### config.mk
export PLATFORM = sky130hd
export DESIGN_NAME = decode_stage
export DESIGN_NICKNAME = d
export VERILOG_FILES = /design/src/rtl/decode_stage_pkg.sv /design/src/rtl/decode_stage_imm_gen.sv /design/src/rtl/decode_stage.sv
export SDC_FILE = /design/constraint.sdc
export NUM_CORES = 1
export LEC_CHECK = 0
export ABC_AREA = 1
export BUFFER_PORTS_ARGS = -buffer_cell sky130_fd_sc_hd__buf_4
export CORE_UTILIZATION = 40
export DETAILED_ROUTE_END_ITERATION = 6
export PLACE_DENSITY = 0.73
export SLEW_MARGIN = 20
export SYNTH_ARGS = -nofsm -noshare
export SYNTH_HDL_FRONTEND = slang
export SYNTH_SLANG_ARGS = --single-unit
### constraint.sdc
create_clock -name clk -period 2.1 [get_ports clk]
set_input_delay 0.105 -clock clk [delete_from_list [all_inputs] [get_ports clk]]
set_output_delay 0.105 -clock clk [all_outputs]
set_load 0.05 [all_outputs]
### src/rtl/decode_stage_pkg.sv
// Shared constants and decode helpers for the decode stage and its regFile neighbour.
package decode_stage_pkg;

  localparam int ADDR_WIDTH     = 5;
  localparam int REG_FILE_WIDTH = 32;
  localparam int REG_FILE_NREG  = 32;

  localparam logic [6:0] OPC_R      = 7'b0110011;
  localparam logic [6:0] OPC_IMM    = 7'b0010011;
  localparam logic [6:0] OPC_LOAD   = 7'b0000011;
  localparam logic [6:0] OPC_STORE  = 7'b0100011;
  localparam logic [6:0] OPC_BRANCH = 7'b1100011;
  localparam logic [6:0] OPC_LUI    = 7'b0110111;
  localparam logic [6:0] OPC_AUIPC  = 7'b0010111;
  localparam logic [6:0] OPC_JAL    = 7'b1101111;
  localparam logic [6:0] OPC_JALR   = 7'b1100111;

  // Which register fields an instruction class actually reads or writes.
  typedef struct packed {
    logic use_rs1;
    logic use_rs2;
    logic use_rd;
    logic illegal;
  } reg_use_t;

  // Unknown opcodes touch no registers so they can never cause a stall.
  function automatic reg_use_t decode_use(input logic [6:0] opcode);
    reg_use_t u;
    u = '0;
    case (opcode)
      OPC_R: begin
        u.use_rs1 = 1'b1;
        u.use_rs2 = 1'b1;
        u.use_rd  = 1'b1;
      end
      OPC_IMM, OPC_LOAD, OPC_JALR: begin
        u.use_rs1 = 1'b1;
        u.use_rd  = 1'b1;
      end
      OPC_STORE, OPC_BRANCH: begin
        u.use_rs1 = 1'b1;
        u.use_rs2 = 1'b1;
      end
      OPC_LUI, OPC_AUIPC, OPC_JAL: begin
        u.use_rd = 1'b1;
      end
      default: begin
        u.illegal = 1'b1;
      end
    endcase
    return u;
  endfunction

endpackage

### src/rtl/decode_stage_imm_gen.sv
// Combinational sign-extended immediate generator; unknown opcodes and R-type yield zero.
module imm_gen
  import decode_stage_pkg::*;
(
  input  logic [REG_FILE_WIDTH-1:0] instr,
  output logic [REG_FILE_WIDTH-1:0] imm
);

  logic [6:0] opcode;

  assign opcode = instr[6:0];

  // Select the immediate format from the opcode class.
  always_comb begin
    imm = '0;
    case (opcode)
      OPC_IMM, OPC_LOAD, OPC_JALR:
        imm = {{20{instr[31]}}, instr[31:20]};
      OPC_STORE:
        imm = {{20{instr[31]}}, instr[31:25], instr[11:7]};
      OPC_BRANCH:
        imm = {{19{instr[31]}}, instr[31], instr[7], instr[30:25], instr[11:8], 1'b0};
      OPC_LUI, OPC_AUIPC:
        imm = {instr[31:12], 12'b0};
      OPC_JAL:
        imm = {{11{instr[31]}}, instr[31], instr[19:12], instr[20], instr[30:21], 1'b0};
      default:
        imm = '0;
    endcase
  end

endmodule

### src/rtl/decode_stage.sv
// Instruction decode stage: drives regFile read addresses, tracks in-flight
// destinations in a busy scoreboard and registers decoded fields for execute.
module decode_stage #(
  parameter int ADDR_WIDTH     = decode_stage_pkg::ADDR_WIDTH,
  parameter int REG_FILE_WIDTH = decode_stage_pkg::REG_FILE_WIDTH,
  parameter int REG_FILE_NREG  = decode_stage_pkg::REG_FILE_NREG
) (
  input  logic                      clk,
  input  logic                      rst_n,
  input  logic                      in_valid,
  output logic                      in_ready,
  input  logic [REG_FILE_WIDTH-1:0] in_instr,
  input  logic [REG_FILE_WIDTH-1:0] in_pc,
  output logic [ADDR_WIDTH-1:0]     addrA,
  output logic [ADDR_WIDTH-1:0]     addrB,
  input  logic [REG_FILE_WIDTH-1:0] data_a,
  input  logic [REG_FILE_WIDTH-1:0] data_b,
  input  logic                      wb_valid,
  input  logic [ADDR_WIDTH-1:0]     wb_rd,
  input  logic                      flush,
  output logic                      out_valid,
  input  logic                      out_ready,
  output logic [REG_FILE_WIDTH-1:0] out_pc,
  output logic [6:0]                out_opcode,
  output logic [2:0]                out_funct3,
  output logic [6:0]                out_funct7,
  output logic [ADDR_WIDTH-1:0]     out_rd,
  output logic                      out_wr_en,
  output logic [REG_FILE_WIDTH-1:0] out_imm,
  output logic [REG_FILE_WIDTH-1:0] out_rs1_val,
  output logic [REG_FILE_WIDTH-1:0] out_rs2_val,
  output logic                      out_illegal
);

  import decode_stage_pkg::*;

  logic [6:0]                opcode;
  logic [2:0]                funct3;
  logic [6:0]                funct7;
  logic [ADDR_WIDTH-1:0]     rd;
  logic [ADDR_WIDTH-1:0]     rs1;
  logic [ADDR_WIDTH-1:0]     rs2;
  reg_use_t                  use_info;
  logic                      wr_en;
  logic [REG_FILE_WIDTH-1:0] imm;
  logic [REG_FILE_NREG-1:0]  busy;
  logic [REG_FILE_NREG-1:0]  busy_next;
  logic                      hazard;
  logic                      transfer;
  logic                      issue;

  assign opcode   = in_instr[6:0];
  assign rd       = in_instr[11:7];
  assign funct3   = in_instr[14:12];
  assign rs1      = in_instr[19:15];
  assign rs2      = in_instr[24:20];
  assign funct7   = in_instr[31:25];
  assign addrA    = rs1;
  assign addrB    = rs2;
  assign use_info = decode_use(opcode);
  assign wr_en    = use_info.use_rd && (rd != '0);

  imm_gen u_imm_gen (
    .instr (in_instr),
    .imm   (imm)
  );

  // Stall when a source or destination is still in flight, either already
  // issued (scoreboard) or sitting in the output register waiting to issue.
  always_comb begin
    hazard = 1'b0;
    if (use_info.use_rs1 && (rs1 != '0) && busy[rs1]) hazard = 1'b1;
    if (use_info.use_rs2 && (rs2 != '0) && busy[rs2]) hazard = 1'b1;
    if (wr_en && busy[rd]) hazard = 1'b1;
    if (out_valid && out_wr_en && (out_rd != '0)) begin
      if ((use_info.use_rs1 && (rs1 == out_rd)) ||
          (use_info.use_rs2 && (rs2 == out_rd)) ||
          (wr_en && (rd == out_rd))) begin
        hazard = 1'b1;
      end
    end
  end

  assign in_ready = !hazard && !flush && (!out_valid || out_ready);
  assign transfer = in_valid && in_ready;
  assign issue    = out_valid && out_ready && out_wr_en && !flush;

  // Next scoreboard value: writeback clears, issue sets, and a same-register set wins.
  always_comb begin
    busy_next = busy;
    if (wb_valid) busy_next[wb_rd] = 1'b0;
    if (issue) busy_next[out_rd] = 1'b1;
    busy_next[0] = 1'b0;
  end

  // Scoreboard register of destinations issued but not yet written back.
  always_ff @(posedge clk or negedge rst_n) begin
    if (!rst_n) begin
      busy <= '0;
    end else begin
      busy <= busy_next;
    end
  end

  // Decode/execute pipeline register: load on transfer, drain on consume or flush, else hold.
  always_ff @(posedge clk or negedge rst_n) begin
    if (!rst_n) begin
      out_valid   <= 1'b0;
      out_pc      <= '0;
      out_opcode  <= '0;
      out_funct3  <= '0;
      out_funct7  <= '0;
      out_rd      <= '0;
      out_wr_en   <= 1'b0;
      out_imm     <= '0;
      out_rs1_val <= '0;
      out_rs2_val <= '0;
      out_illegal <= 1'b0;
    end else if (transfer) begin
      out_valid   <= 1'b1;
      out_pc      <= in_pc;
      out_opcode  <= opcode;
      out_funct3  <= funct3;
      out_funct7  <= funct7;
      out_rd      <= rd;
      out_wr_en   <= wr_en;
      out_imm     <= imm;
      out_rs1_val <= data_a;
      out_rs2_val <= data_b;
      out_illegal <= use_info.illegal;
    end else if (flush || out_ready) begin
      out_valid <= 1'b0;
    end
  end

endmodule

; Word-level counts from Yosys, hierarchy flattened
; Cells that the tools add are included.
[classes]
magnitude_cmp = 7
n_eq_ne = 12
mux = 24
bitwise_logic = 3
n_reduce_logical = 37
[op_table]
columns = operator, count
row1 = one-hot mux 32 bit (5 select lines), 1
row2 = 2-to-1 mux 32 bit, 2
row3 = bitwise AND 32 bit, 1
row4 = NOT 32 bit, 1
row5 = bitwise OR 32 bit, 1
row6 = < comparator 5 x 6 -> 1 bit (second input constant), 5
row7 = equality test 7 x 6 -> 1 bit (second input constant), 3
row8 = equality test 7 bit (second input constant), 3
row9 = nonzero test 5 bit, 4
row10 = logical AND 1 bit, 19
row11 = 2-to-1 mux 1 bit, 16
row12 = binary-select mux 1 bit (select 5 bit), 3
row13 = equality test 5 bit, 3
row14 = equality test 7 x 5 -> 1 bit (second input constant), 2
row15 = demux 1 bit (select 5 bit), 2
row16 = >= comparator 5 x 1 -> 1 bit (second input constant), 2
row17 = OR reduction 9 bit, 1
row18 = equality test 7 x 2 -> 1 bit (second input constant), 1
row19 = OR reduction 7 bit, 1
row20 = OR reduction 3 bit, 2
row21 = OR reduction 6 bit, 1
row22 = logical OR 1 bit, 4
row23 = zero test 1 bit, 3
row24 = nonzero test 2 bit, 1
row25 = OR reduction 2 bit, 1
[word_totals]
ff_bits = 184
input_bits = 139
out_inout_bits = 164
wordCells = 95

; Logic depth before layout (Yosys ltp)
[depth]
depth_word = 15
ltp_mapped = 18
mapped_depth_nobuf = 16

; Cells and area by module
; A second synthesis with hierarchy kept.
[unflattened]
cells_unflattened = 1306
area_unflattened_um2 = 9763.1
[by_module_without_submodules]
columns = mod, instances, cells_per_inst, area_per_inst_um2, seq_area_each_um2
row1 = decode_stage, 1, 1143, 9003.6, 4604.4
row2 = imm_gen, 1, 163, 759.5, 0.0

; Worst setup path before layout
; Ideal clock, no wire load.
[synth_path]
path_kind = reg-to-output
start = register out_rd[2]
end = output in_ready
arrival_time_ps = 2593
t_required_ps = 1995
path_slack_ps = -598
path_stages_with_launch = 14
n_path_buf = 1
cell_sequence = dfrtp_1 buf_2 inv_1 nand2_1 nand2_1 nand3_1 nor2_1 nand2_1 nand2_1 inv_1 nand2_1 nand2_1 nand2_2 nor3_1
[synth_via]
elab_chain_len = 9
[synth_lines]
columns = element, line_no
row1 = from (decl), decode_stage.sv:27  ; output logic [ADDR_WIDTH-1:0] out_rd,
row2 = from (signal assigned), decode_stage.sv:125  ; out_rd <= rd;
row3 = "equality test 5 bit, on equally long branches", "decode_stage.sv:76, decode_stage.sv:77"
row4 = "logical AND 1 bit, on equally long branches", "decode_stage.sv:76, decode_stage.sv:77"
row5 = logical OR 1 bit, decode_stage.sv:76  ; if ((use_info.use_rs1 && (rs1 == out_rd)) ||
row6 = logical OR 1 bit, decode_stage.sv:77  ; (use_info.use_rs2 && (rs2 == out_rd)) ||
row7 = 2-to-1 mux 1 bit, decode_stage.sv:76
row8 = 2-to-1 mux 1 bit *, decode_stage.sv:75  ; if (out_valid && out_wr_en && (out_rd != '0)) begin
row9 = zero test 1 bit *, decode_stage.sv:84  ; assign in_ready = !hazard && !flush && (!out_valid || out_ready);
row10 = logical AND 1 bit * (2 in a row), decode_stage.sv:84
row11 = to (decl), decode_stage.sv:11  ; output logic in_ready,
; Mark *: on every way between the ends. The rest lies on a longest branch, timed or not.

; Worst setup path in the final report
[layout_path]
start = register out_rd[3]
end = register out_pc[9]
[layout_via]
elab_chain_len = 10
[layout_lines]
columns = element, line_no
row1 = "equality test 5 bit, on equally long branches", "decode_stage.sv:76, decode_stage.sv:77"
row2 = "logical AND 1 bit, on equally long branches", "decode_stage.sv:76, decode_stage.sv:77"
row3 = logical OR 1 bit, decode_stage.sv:76
row4 = logical OR 1 bit, decode_stage.sv:77
row5 = 2-to-1 mux 1 bit, decode_stage.sv:76
row6 = 2-to-1 mux 1 bit *, decode_stage.sv:75
row7 = zero test 1 bit *, decode_stage.sv:84
row8 = logical AND 1 bit * (2 in a row), decode_stage.sv:84
row9 = logical AND 1 bit *, decode_stage.sv:85  ; assign transfer = in_valid && in_ready;
row10 = to (signal assigned), decode_stage.sv:121  ; out_pc <= in_pc;
row11 = to (decl), decode_stage.sv:23  ; output logic [REG_FILE_WIDTH-1:0] out_pc,
; Marked as above.
; A chain may end at the register's enable or synchronous reset.

==> impl_metrics.ini <==
[status]
status = finished, violations left
violations = setup timing

[detailed_routing]
wl_met3_mm = 2.888
met2_length_mm = 18.43
avgViaCountPerCell = 5.550
first_pass_iters = 7
top_layer_used = met4
drt-met1-wl_mm = 15.36
wl_per_cell_um = 19.50
drc = 0
drt_iter0_markers = 1256
ant_nets = 0
dr_total_vias = 10940
routed_wl_mm = 38.45

[cts]
clockRootBuffer = clkbuf_16
clk_pin_slew_ns = 0.08
numCtsBuffers = 17
cts_tree = done
htreeDepth = 4
clock_latency_ns = 0.45
clock-sinks = 184
cts_buffer_depth = 2

[power_and_ir_drop]
power_uw = 12040
swShare = 0.4103
pwr-share-comb = 0.368
seqPwrFrac = 0.358
peakVddDrop_uv = 502.5
p_int_uw = 7101
power.density_nw_per_um2 = 814.1
power_leakage_uw = 0.007562
p_sw_uw = 4940
p_clk_frac = 0.274

[run]
maxCapViolCount = 0

[setup_path]
cp.arrival_ns = 2.59
endpoint_kind = register
required_ns = 2.42
path_class = reg -> reg
reg2reg_depth = 17
critical_path.startpoint_type = register
critPathMaxFanout = 7

[timing]
whs_ns = 0.1028
relSlewSlack = 0.5614
fin_skew_ns = 0.02402
fmax_ghz = 0.4406
hold_viol_final = 0
period_minus_slack_ns = 2.270
timing.final.crit_share = 1.081
rsz0062_at_grt = yes
worst_pin_slew_ns = 0.6555
setup_tns_ns = -10.41
setup_slack_ns = -0.1698
setup_viol = 140
slew_viol_final = 0

[yosys]
ys_seq_area_frac = 0.4884
ys_types = 38
synth_warnings = 0
ys.flop_type = dfrtp_1
synth_edf_count = 0
synth-seq-cells = 184
postSynthCellCount = 1212
syn-num-nets = 1351
avgSynthCellArea_um2 = 7.779
synth_area_um2 = 9428
async_reset_ff_frac = 1.000

[layout]
nNetsFinal = 1784
layout.cells.non_filler = 1972
synthToLayoutAreaGrowth_pct = 56.89
fin_util = 0.6474
drive_gt1_frac = 0.3130

[place]
place_congestion = 0.9258
dp_hpwl_mm = 24.08
port_buffers = 302
dp_cells = 1799

[global_route]
grt_usage = 0.2917
grt_start_max_net_pins = 57
grt_pass1_vias = 10230
grt_antenna_before_repair = 1
grt_pass1_wl_mm = 55.21
grt_overflow = 0

[hold_path]
min_path_cells = 3
hp-class = in -> reg

[floorplan]
die_y_um = 155.5
num_io_pins = 303
start_util = 0.4127
rows = 55
core_um2 = 22850
die_area_um2 = 24190
die_w_um = 155.5
## synthesized netlist by cell type (all sizes together) (2+ instances only)
| cell | number | area (um^2) |
|---|---|---|
| a21boi | 2 | 18.77 |
| o21ai | 85 | 425.4 |
| dfrtp | 184 | 4604 |
| a41oi | 7 | 61.31 |
| o2111ai | 2 | 17.52 |
| nand3 | 92 | 478.0 |
| xnor2 | 5 | 43.79 |
| o211ai | 3 | 22.52 |
| inv | 54 | 202.7 |
| o22ai | 4 | 25.02 |
| clkinv | 2 | 8.750 |
| nor2 | 39 | 182.7 |
| buf | 63 | 385.4 |
| clkbuf | 31 | 116.4 |
| nand4 | 155 | 969.7 |
| nand2 | 472 | 1787 |
| a21oi | 4 | 20.02 |
| o21a | 2 | 15.01 |
## worst max-delay path, cell delays in order (launching register included)
cell and delay [ns]:
dfrtp_2 0.45, buf_12 0.14, xnor2_2 0.12, nand2_1 0.05, nor2_1 0.04, nand2_1 0.06
nand2_1 0.04, inv_1 0.04, nand2_1 0.05, nand2_1 0.08, nand2_2 0.07, buf_6 0.14
nor2_8 0.13, nand3_4 0.16, buf_12 0.20, clkbuf_16 0.17, nand2_1 0.10, nand2_1 0.09
## layout by cell type (no fill, tap or decap), types with 3 or more instances in the layout
cell,Yosys,layout
inv_1,48,45
dlygate4sd3_1,0,120
clkbuf_16,0,26
nand3_1,90,89
o22ai_1,4,4
o21ai_0,83,83
xnor2_1,5,4
dfrtp_1,184,178
buf_12,0,18
a41oi_1,7,7
inv_8,0,3
dfrtp_2,0,6
nand2_1,468,401
nand2_4,1,10
nor2_1,34,34
nand2_2,3,61
buf_6,4,12
inv_4,0,4
buf_4,23,344
inv_6,0,4
a21oi_1,4,4
clkinv_8,0,4
nand4_1,155,155
o211ai_1,3,3
inv_2,6,6
## routing by layer
layer  GRT usage  vias to the layer above
met3     0.05682                      125
met2      0.4764                      616
met5           0                        -
met4      0.1335                        0
met1      0.3742                     5251
li1            -                     4952
## worst paths after layout
kind	startpoint	endpoint	slack, ns
setup / recovery	out_rd[3]	out_pc[9]	-0.17
hold / removal	in_valid	out_imm[6]	0.10
setup reg to reg	out_rd[3]	out_pc[9]	-0.17
hold reg to reg	out_opcode[4]	out_opcode[4]	0.48
max in group asynchronous	rst_n	out_illegal	1.25
min in group asynchronous	rst_n	out_rs1_val[1]	0.16
## power by group through the flow
stage	combinational (uW)	clock, uW	sequential, uW
after floorplan	934	0	5790
after detailed placement	3930	0	4320
after global placement	3890	0	4310
after CTS	4160	3330	4250
after global routing	4630	3470	4360
final	4430	3300	4310
## area by class of cell
| type | count | area, um^2 |
|---|---|---|
| clock buffers | 17 | 425.4 |
| inverters | 56 | 220.2 |
| diodes | 1 | 2.502 |
| well taps | 313 | 391.6 |
| fillers | 1854 | 8055 |
| multi-input cells | 878 | 4364 |
| clock inverters | 15 | 172.7 |
| repair buffers | 508 | 4603 |
| flip-flops and latches | 184 | 4612 |
## timing repair
item	in CTS	in global routing
pin swaps	8	6
endpoints found under the setup margin	1	154
gates resized for setup	7	93
hold buffers	120	0
endpoints found under the hold margin	239	0
gates cloned	0	15
buffers inserted	4	1
## cells by family after synthesis
kind of cell,after synthesis,synth area share
DFF,184,0.4884
and+or+nand+nor,762,0.3652
xor gates and xnor gates,6,0.005574
AOI/OAI and AO/OA,110,0.06516
buffers and inverters,150,0.07565
## flip-flops by register name, summed over array words and instances, names as in the netlist
signal       cells
out_wr_en        1
out_rs1_val     32
out_funct7       7
busy            31
out_illegal      1
out_rs2_val     32
out_imm         32
out_pc          32
out_opcode       7
out_funct3       3
out_valid        1
out_rd           5
## metrics by stage
stage               cell area (um^2)  setup slack, ns
finish                         14790          -0.1698
global route                   14790          -0.2619
CTS                            14190         -0.08620
detailed placement             12320         0.005363
global placement               12320         -0.03722
floorplan                       9475         -0.01146
(Power assumes the default switching activity.)
